## config.mk

```make
export PLATFORM = sky130hd
export DESIGN_NAME = led_pattern_engine_flat
export DESIGN_NICKNAME = d
export VERILOG_FILES = /design/src/rtl/led_pkg.sv /design/src/rtl/led_pattern_engine_if.sv /design/src/rtl/tick_gen.sv /design/src/rtl/led_pattern_engine.sv /design/src/flat_wrapper.sv
export SDC_FILE = /design/constraint.sdc
export NUM_CORES = 1
export LEC_CHECK = 0
export ABC_AREA = 1
export BUFFER_PORTS_ARGS = -buffer_cell sky130_fd_sc_hd__clkbuf_2
export CAP_MARGIN = 20
export CORE_ASPECT_RATIO = 1.75
export CORE_MARGIN = 8
export CORE_UTILIZATION = 50
export DETAILED_ROUTE_END_ITERATION = 7
export HOLD_SLACK_MARGIN = 0.1
export PLACE_DENSITY = 0.7
export SKIP_LAST_GASP = 1
export SYNTH_ARGS = -nofsm -noshare
export SYNTH_HDL_FRONTEND = slang
export SYNTH_HIERARCHICAL = 1
export SYNTH_SLANG_ARGS = --single-unit
export TNS_END_PERCENT = 100
```

## constraint.sdc

```tcl
create_clock -name clk -period 4.2 [get_ports clk]
set_input_delay 0.42 -clock clk [delete_from_list [all_inputs] [get_ports clk]]
set_output_delay 0.42 -clock clk [all_outputs]
set_load 0.05 [all_outputs]
```

## src/rtl/led_pkg.sv

```systemverilog
`default_nettype none
// ============================================================================
// Module      : led_pkg
// Description : Shared constants and types for the LED pattern engine and
//               related board-level blocks.
// Revision    : 1.0 - initial release
// ============================================================================
package led_pkg;

  // Pattern modes, sampled on every tick
  localparam logic [1:0] MODE_ROR    = 2'b00;
  localparam logic [1:0] MODE_ROL    = 2'b01;
  localparam logic [1:0] MODE_BOUNCE = 2'b10;
  localparam logic [1:0] MODE_BLINK  = 2'b11;

  // Bounce direction
  typedef enum logic {
    DIR_RIGHT = 1'b0,
    DIR_LEFT  = 1'b1
  } dir_e;

  // Counter width able to hold 0 .. div-1 (never narrower than one bit)
  function automatic int cnt_width(input int div);
    return (div > 1) ? $clog2(div) : 1;
  endfunction

endpackage
`default_nettype wire

```

## src/rtl/led_pattern_engine_if.sv

```systemverilog
`default_nettype none
// ============================================================================
// Module      : led_pattern_engine_if
// Description : Control and LED bus between board switches/buttons and the
//               LED pattern engine.
// Revision    : 1.0 - initial release
// ============================================================================
interface led_pattern_engine_if #(
  parameter int WIDTH = 16
);

  logic             en;
  logic [1:0]       mode;
  logic             load;
  logic [WIDTH-1:0] load_val;
  logic [WIDTH-1:0] led;
  logic             step;

  // Board side: drives controls, observes the LED bank
  modport master (
    output en, mode, load, load_val,
    input  led, step
  );

  // Engine side
  modport slave (
    input  en, mode, load, load_val,
    output led, step
  );

endinterface
`default_nettype wire

```

## src/rtl/tick_gen.sv

```systemverilog
`default_nettype none
// ============================================================================
// Module      : tick_gen
// Description : Enable-gated tick divider. Emits a one-cycle tick every DIV
//               enabled cycles; pausing holds the phase, clr restarts it.
// Revision    : 1.0 - initial release
// ============================================================================
module tick_gen
  import led_pkg::*;
#(
  parameter int DIV = 4
) (
  input  logic clk,
  input  logic rst,   // asynchronous, active low
  input  logic en,
  input  logic clr,
  output logic tick
);

  localparam int             CW   = cnt_width(DIV);
  localparam logic [CW-1:0] LAST  = CW'(DIV - 1);

  logic [CW-1:0] cnt;

  // Tick fires on the terminal count only while enabled
  assign tick = en && (cnt == LAST);

  // Phase counter: clear wins, then wrap on tick, else count while enabled
  always_ff @(posedge clk or negedge rst) begin
    if (!rst) begin
      cnt <= '0;
    end else if (clr) begin
      cnt <= '0;
    end else if (en) begin
      if (cnt == LAST) cnt <= '0;
      else             cnt <= cnt + CW'(1);
    end
  end

endmodule
`default_nettype wire

```

## src/rtl/led_pattern_engine.sv

```systemverilog
`default_nettype none
// ============================================================================
// Module      : led_pattern_engine
// Description : WIDTH-bit LED pattern generator stepping once per tick in
//               rotate-right, rotate-left, bounce or blink mode, with a
//               synchronous pattern load and a registered step strobe.
// Revision    : 1.0 - initial release
// ============================================================================
module led_pattern_engine
  import led_pkg::*;
#(
  parameter int               WIDTH    = 16,
  parameter int               TICK_DIV = 67108864,
  parameter logic [WIDTH-1:0] INIT     = {1'b1, {(WIDTH-1){1'b0}}}
) (
  input  logic                 clk,
  input  logic                 rst,   // asynchronous, active low
  led_pattern_engine_if.slave  bus
);

  logic             tick;
  logic [WIDTH-1:0] led_q, led_d;
  dir_e             bdir_q, bdir_d;
  logic             step_q, step_d;

  // Shared divider; a load restarts the period from zero
  tick_gen #(
    .DIV (TICK_DIV)
  ) u_tick_gen (
    .clk  (clk),
    .rst  (rst),
    .en   (bus.en),
    .clr  (bus.load),
    .tick (tick)
  );

  // Next pattern: load beats tick, tick beats hold
  always_comb begin
    led_d  = led_q;
    bdir_d = bdir_q;
    step_d = 1'b0;
    if (bus.load) begin
      led_d  = bus.load_val;
      bdir_d = DIR_RIGHT;
    end else if (tick) begin
      step_d = 1'b1;
      case (bus.mode)
        MODE_ROR: led_d = {led_q[0], led_q[WIDTH-1:1]};
        MODE_ROL: led_d = {led_q[WIDTH-2:0], led_q[WIDTH-1]};
        MODE_BOUNCE: begin
          // Both edges lit: nowhere to go, so pattern and direction hold
          if (!(led_q[0] && led_q[WIDTH-1])) begin
            if (bdir_q == DIR_RIGHT) begin
              if (led_q[0]) begin
                bdir_d = DIR_LEFT;
                led_d  = led_q << 1;
              end else begin
                led_d  = led_q >> 1;
              end
            end else begin
              if (led_q[WIDTH-1]) begin
                bdir_d = DIR_RIGHT;
                led_d  = led_q >> 1;
              end else begin
                led_d  = led_q << 1;
              end
            end
          end
        end
        default: led_d = ~led_q;
      endcase
    end
  end

  // Pattern, direction and strobe registers
  always_ff @(posedge clk or negedge rst) begin
    if (!rst) begin
      led_q  <= INIT;
      bdir_q <= DIR_RIGHT;
      step_q <= 1'b0;
    end else begin
      led_q  <= led_d;
      bdir_q <= bdir_d;
      step_q <= step_d;
    end
  end

  assign bus.led  = led_q;
  assign bus.step = step_q;

endmodule
`default_nettype wire

```

## src/flat_wrapper.sv

```systemverilog
// flat-port wrapper written by rule: the top's interface ports become plain ports
module led_pattern_engine_flat import led_pkg::*;
#(
  parameter int               WIDTH    = 16,
  parameter int               TICK_DIV = 67108864,
  parameter logic [WIDTH-1:0] INIT     = {1'b1, {(WIDTH-1){1'b0}}}
)
  (clk, rst, bus_en, bus_mode, bus_load, bus_load_val, bus_led, bus_step);
  led_pattern_engine_if #(.WIDTH(WIDTH)) bus_i ();
  input  logic clk;
  input  logic rst;
  input wire logic [$bits(bus_i.en)-1:0] bus_en;
  input wire logic [$bits(bus_i.mode)-1:0] bus_mode;
  input wire logic [$bits(bus_i.load)-1:0] bus_load;
  input wire logic [$bits(bus_i.load_val)-1:0] bus_load_val;
  output wire logic [$bits(bus_i.led)-1:0] bus_led;
  output wire logic [$bits(bus_i.step)-1:0] bus_step;
  assign bus_i.en = bus_en;
  assign bus_i.mode = bus_mode;
  assign bus_i.load = bus_load;
  assign bus_i.load_val = bus_load_val;
  assign bus_led = bus_i.led;
  assign bus_step = bus_i.step;
  led_pattern_engine #(.WIDTH(WIDTH), .TICK_DIV(TICK_DIV), .INIT(INIT)) u_core (.clk(clk), .rst(rst), .bus(bus_i));
endmodule
```

==> flow_summary.json <==
{
  "rsz0062_at_grt": "false",
  "outcome": "finished clean",
  "start_util": 0.517,
  "drt_iter0_markers": 162,
  "worst_pin_slew_ns": 0.997,
  "htreeDepth": 2,
  "syn_avg_cell_area_sq_um": 6.74,
  "final_hold_viol_count": 0,
  "syn_inst": 451,
  "nFillCells": 608,
  "drive_above_1_share": 0.180,
  "ant_nets": 0,
  "post-route-min-period_ns": 2.37,
  "ys.flop_type": "dfrtp_1",
  "syn_nets": 474,
  "grt_pass1_vias": 2945,
  "post-dp-hpwl_mm": 5.59,
  "die_area_sq_um": 8930,
  "clk_pin_slew_ns": 0.08,
  "io-pin-count": 39,
  "crit_path_max_fanout": 30,
  "cp.arrival_ns": 2.57,
  "end_kind": "flip-flop",
  "ys_types": 34,
  "synth_area_leaders": "dfrtp_1 35%, nand2_1 16%, nor2_1 11%, nand3_1 8.4%, nor2_2 4.7%",
  "yosys.area.top_type": "dfrtp_1",
  "combPwrFrac": 0.243,
  "grt_overflow": 0,
  "yosysTopAreaCellShare": 0.354,
  "timing.rr.start": "u_core/u_tick_gen/cnt[0]",
  "grt_max_degree": 45,
  "synth_xor_area_frac": 0.0374,
  "seq_area_frac_synth": 0.363,
  "portBuffers": 38,
  "die_h_microns": 119,
  "clk_latency_ns": 0.31,
  "cts_made_buffers": 5,
  "post_cts_buffers": 0,
  "seq_power_share": 0.489,
  "drc": 0,
  "antenna_found_initial": 0,
  "cts_buffer_depth": 2,
  "synth_top_family_by_area": "simple AND/OR/NAND/NOR gates",
  "viasPerCell": 5.18,
  "reg2reg_to": "u_core/bus.led[6]",
  "setup-tns-final_ns": 0,
  "skew_ns": 0.00497,
  "grt_pass1_wl_mm": 13.0,
  "die_x_microns": 74.9,
  "p_sw_mw": 0.366,
  "first_pass_iters": 5,
  "grt_usage": 0.183,
  "root_buffer": "clkbuf_8",
  "switching_share": 0.367,
  "synth_compound_area_frac": 0.0292,
  "finalNetCount": 506,
  "cap_viol_max_count": 0,
  "clkPwrFrac": 0.269,
  "wl_per_cell_microns": 13.4,
  "relSlewSlack": 0.332,
  "p_int_mw": 0.632,
  "leakage_nw": 1.58,
  "power_density_nw_per_um2": 301,
  "seq_area_sq_um": 1100,
  "critPathLaunch": "u_core/u_tick_gen/cnt[0]",
  "fp-row-count": 37,
  "rrSetupSlack_ns": 1.83,
  "antennaDiodeCount": 0,
  "coreArea_sq_um": 5880,
  "cp.required_ns": 4.40,
  "muxShareOfSynthArea": 0,
  "synth_edf_count": 0,
  "hold_path_class": "input port to async pin",
  "cts_hold_buf": 0,
  "drv_slew": 0,
  "syn_to_final_growth_pct": 8.93,
  "cts.sinks": 44,
  "multiInputGateArea_sq_um": 1690,
  "async_flop_share": 1.00,
  "synthSimpleGateAreaFrac": 0.484,
  "wirelength_mm": 7.54,
  "vias": 2911,
  "ir_drop_uv": 242,
  "post-route-util": 0.563,
  "synthAdderAreaFrac": 0.00412,
  "start_kind": "flip-flop",
  "critPathKind": "flip-flop to flip-flop",
  "gp_congestion": 0.920,
  "reg2regPathDepth": 13,
  "mappedNetlistArea_sq_um": 3040,
  "cts_resized": 0,
  "synth_seq_cells": 44,
  "synth_warnings": 6,
  "setup_violations": 0,
  "cts_tree": "built",
  "clock.fmax_mhz": 422,
  "timing.final.crit_share": 0.564
}
==> cells in the final DEF, fill, tap and decap left out, drive strengths merged, types with 3 or more instances in the layout <==
cell / netlist / final
nand2: 138 / 138
nor2: 115 / 115
nand3: 55 / 55
clkbuf: 1 / 46
dfrtp: 43 / 43
inv: 36 / 36
nand4: 12 / 12
xor2: 9 / 9
o21ai: 6 / 6
a21oi: 4 / 4
xnor2: 4 / 4
o21bai: 3 / 3
==> metrics by stage <==
step	worst slack [ns]	cell area, sq um	instances	hold WS [ns]	power, mW
6_report	1.83	3310	562	0.195	0.998
5_1_grt	1.55	3310	562	0.251	1.05
4_1_cts	1.83	3310	562	0.215	1.01
3_5_place_dp	1.86	3230	554	0.502	0.739
3_3_place_gp	1.92	3230	554	0.494	0.737
2_1_floorplan	2.40	3040	451	0.124	0.674
==> layer usage <==
layer,vias to the layer above,wire (microns),share of wire,track usage
met1,1354,2860,0.38,0.188
met4,0,184,0.024,0.0827
met5,-,0,0,0
met2,69,4230,0.56,0.338
li1,1474,-,-,-
met3,14,259,0.034,0.0303
==> power groups by stage <==
stage               Clock [mW]  Sequential, mW  Combinational, mW
floorplan                    0           0.557              0.117
global placement             0           0.495              0.242
detailed placement           0           0.495              0.244
CTS                      0.278           0.487              0.245
global route             0.287           0.492              0.267
finish                   0.268           0.487              0.242
==> flip-flops by register name, indices dropped and copies added, names as in the netlist <==
register and count:
u_core/bdir_q 1, u_core/bus.led 16, u_core/bus.step 1, u_core/u_tick_gen/cnt 26
==> Yosys cell counts (5+ instances only) <==
cell and number:
nand2_1 132, dfrtp_1 43, nor2_2 23, o21ai_0 5, buf_2 9, xor2_1 9
nor2_1 88, nand3_1 51, inv_1 35, nand4_1 12
==> kinds of logic (layout without fill, tap and decap cells) <==
logic type,Yosys count,in the layout
xor gates and xnor gates,13,13
adders and majority gates,1,1
buffers and inverters,52,85
AOI/OAI and AO/OA,15,15
DFF,44,44
and+or+nand+nor,326,326
==> worst max-delay path: stages (launching register included) <==
cell and delay, ns:
dfrtp_1 0.41, ha_1 0.24, nand2_1 0.12, nor2_4 0.06, nand3_2 0.07, nor2_2 0.04
nand3_2 0.09, inv_1 0.06, a21oi_1 0.17, o21ai_1 0.13, inv_1 0.63, nor2_1 0.09
nand2_1 0.10, nand2_1 0.05
==> how the worst max path moves through the flow <==
| stage | slack, ns | endpoint | cells past startpoint |
|---|---|---|---|
| CTS | 1.83 | u_core/bus.led[6] | 13 |
| global placement | 1.92 | u_core/bus.led[5] | 13 |
| finish | 1.83 | u_core/bus.led[6] | 13 |
| global route | 1.55 | u_core/bus.led[4] | 13 |
| floorplan | 2.40 | u_core/bus.led[14] | 13 |
| detailed placement | 1.86 | u_core/bus.led[5] | 13 |
==> area by class of cell <==
class                           instances  area share
Multi-Input combinational cell        355       0.510
Tap cell                               78      0.0295
Sequential cell                        44       0.333
Timing Repair Buffer                   40      0.0620
Inverter                               37      0.0419
Clock buffer                            8      0.0242
No activity file was read; power rests on OpenSTA's default activity.
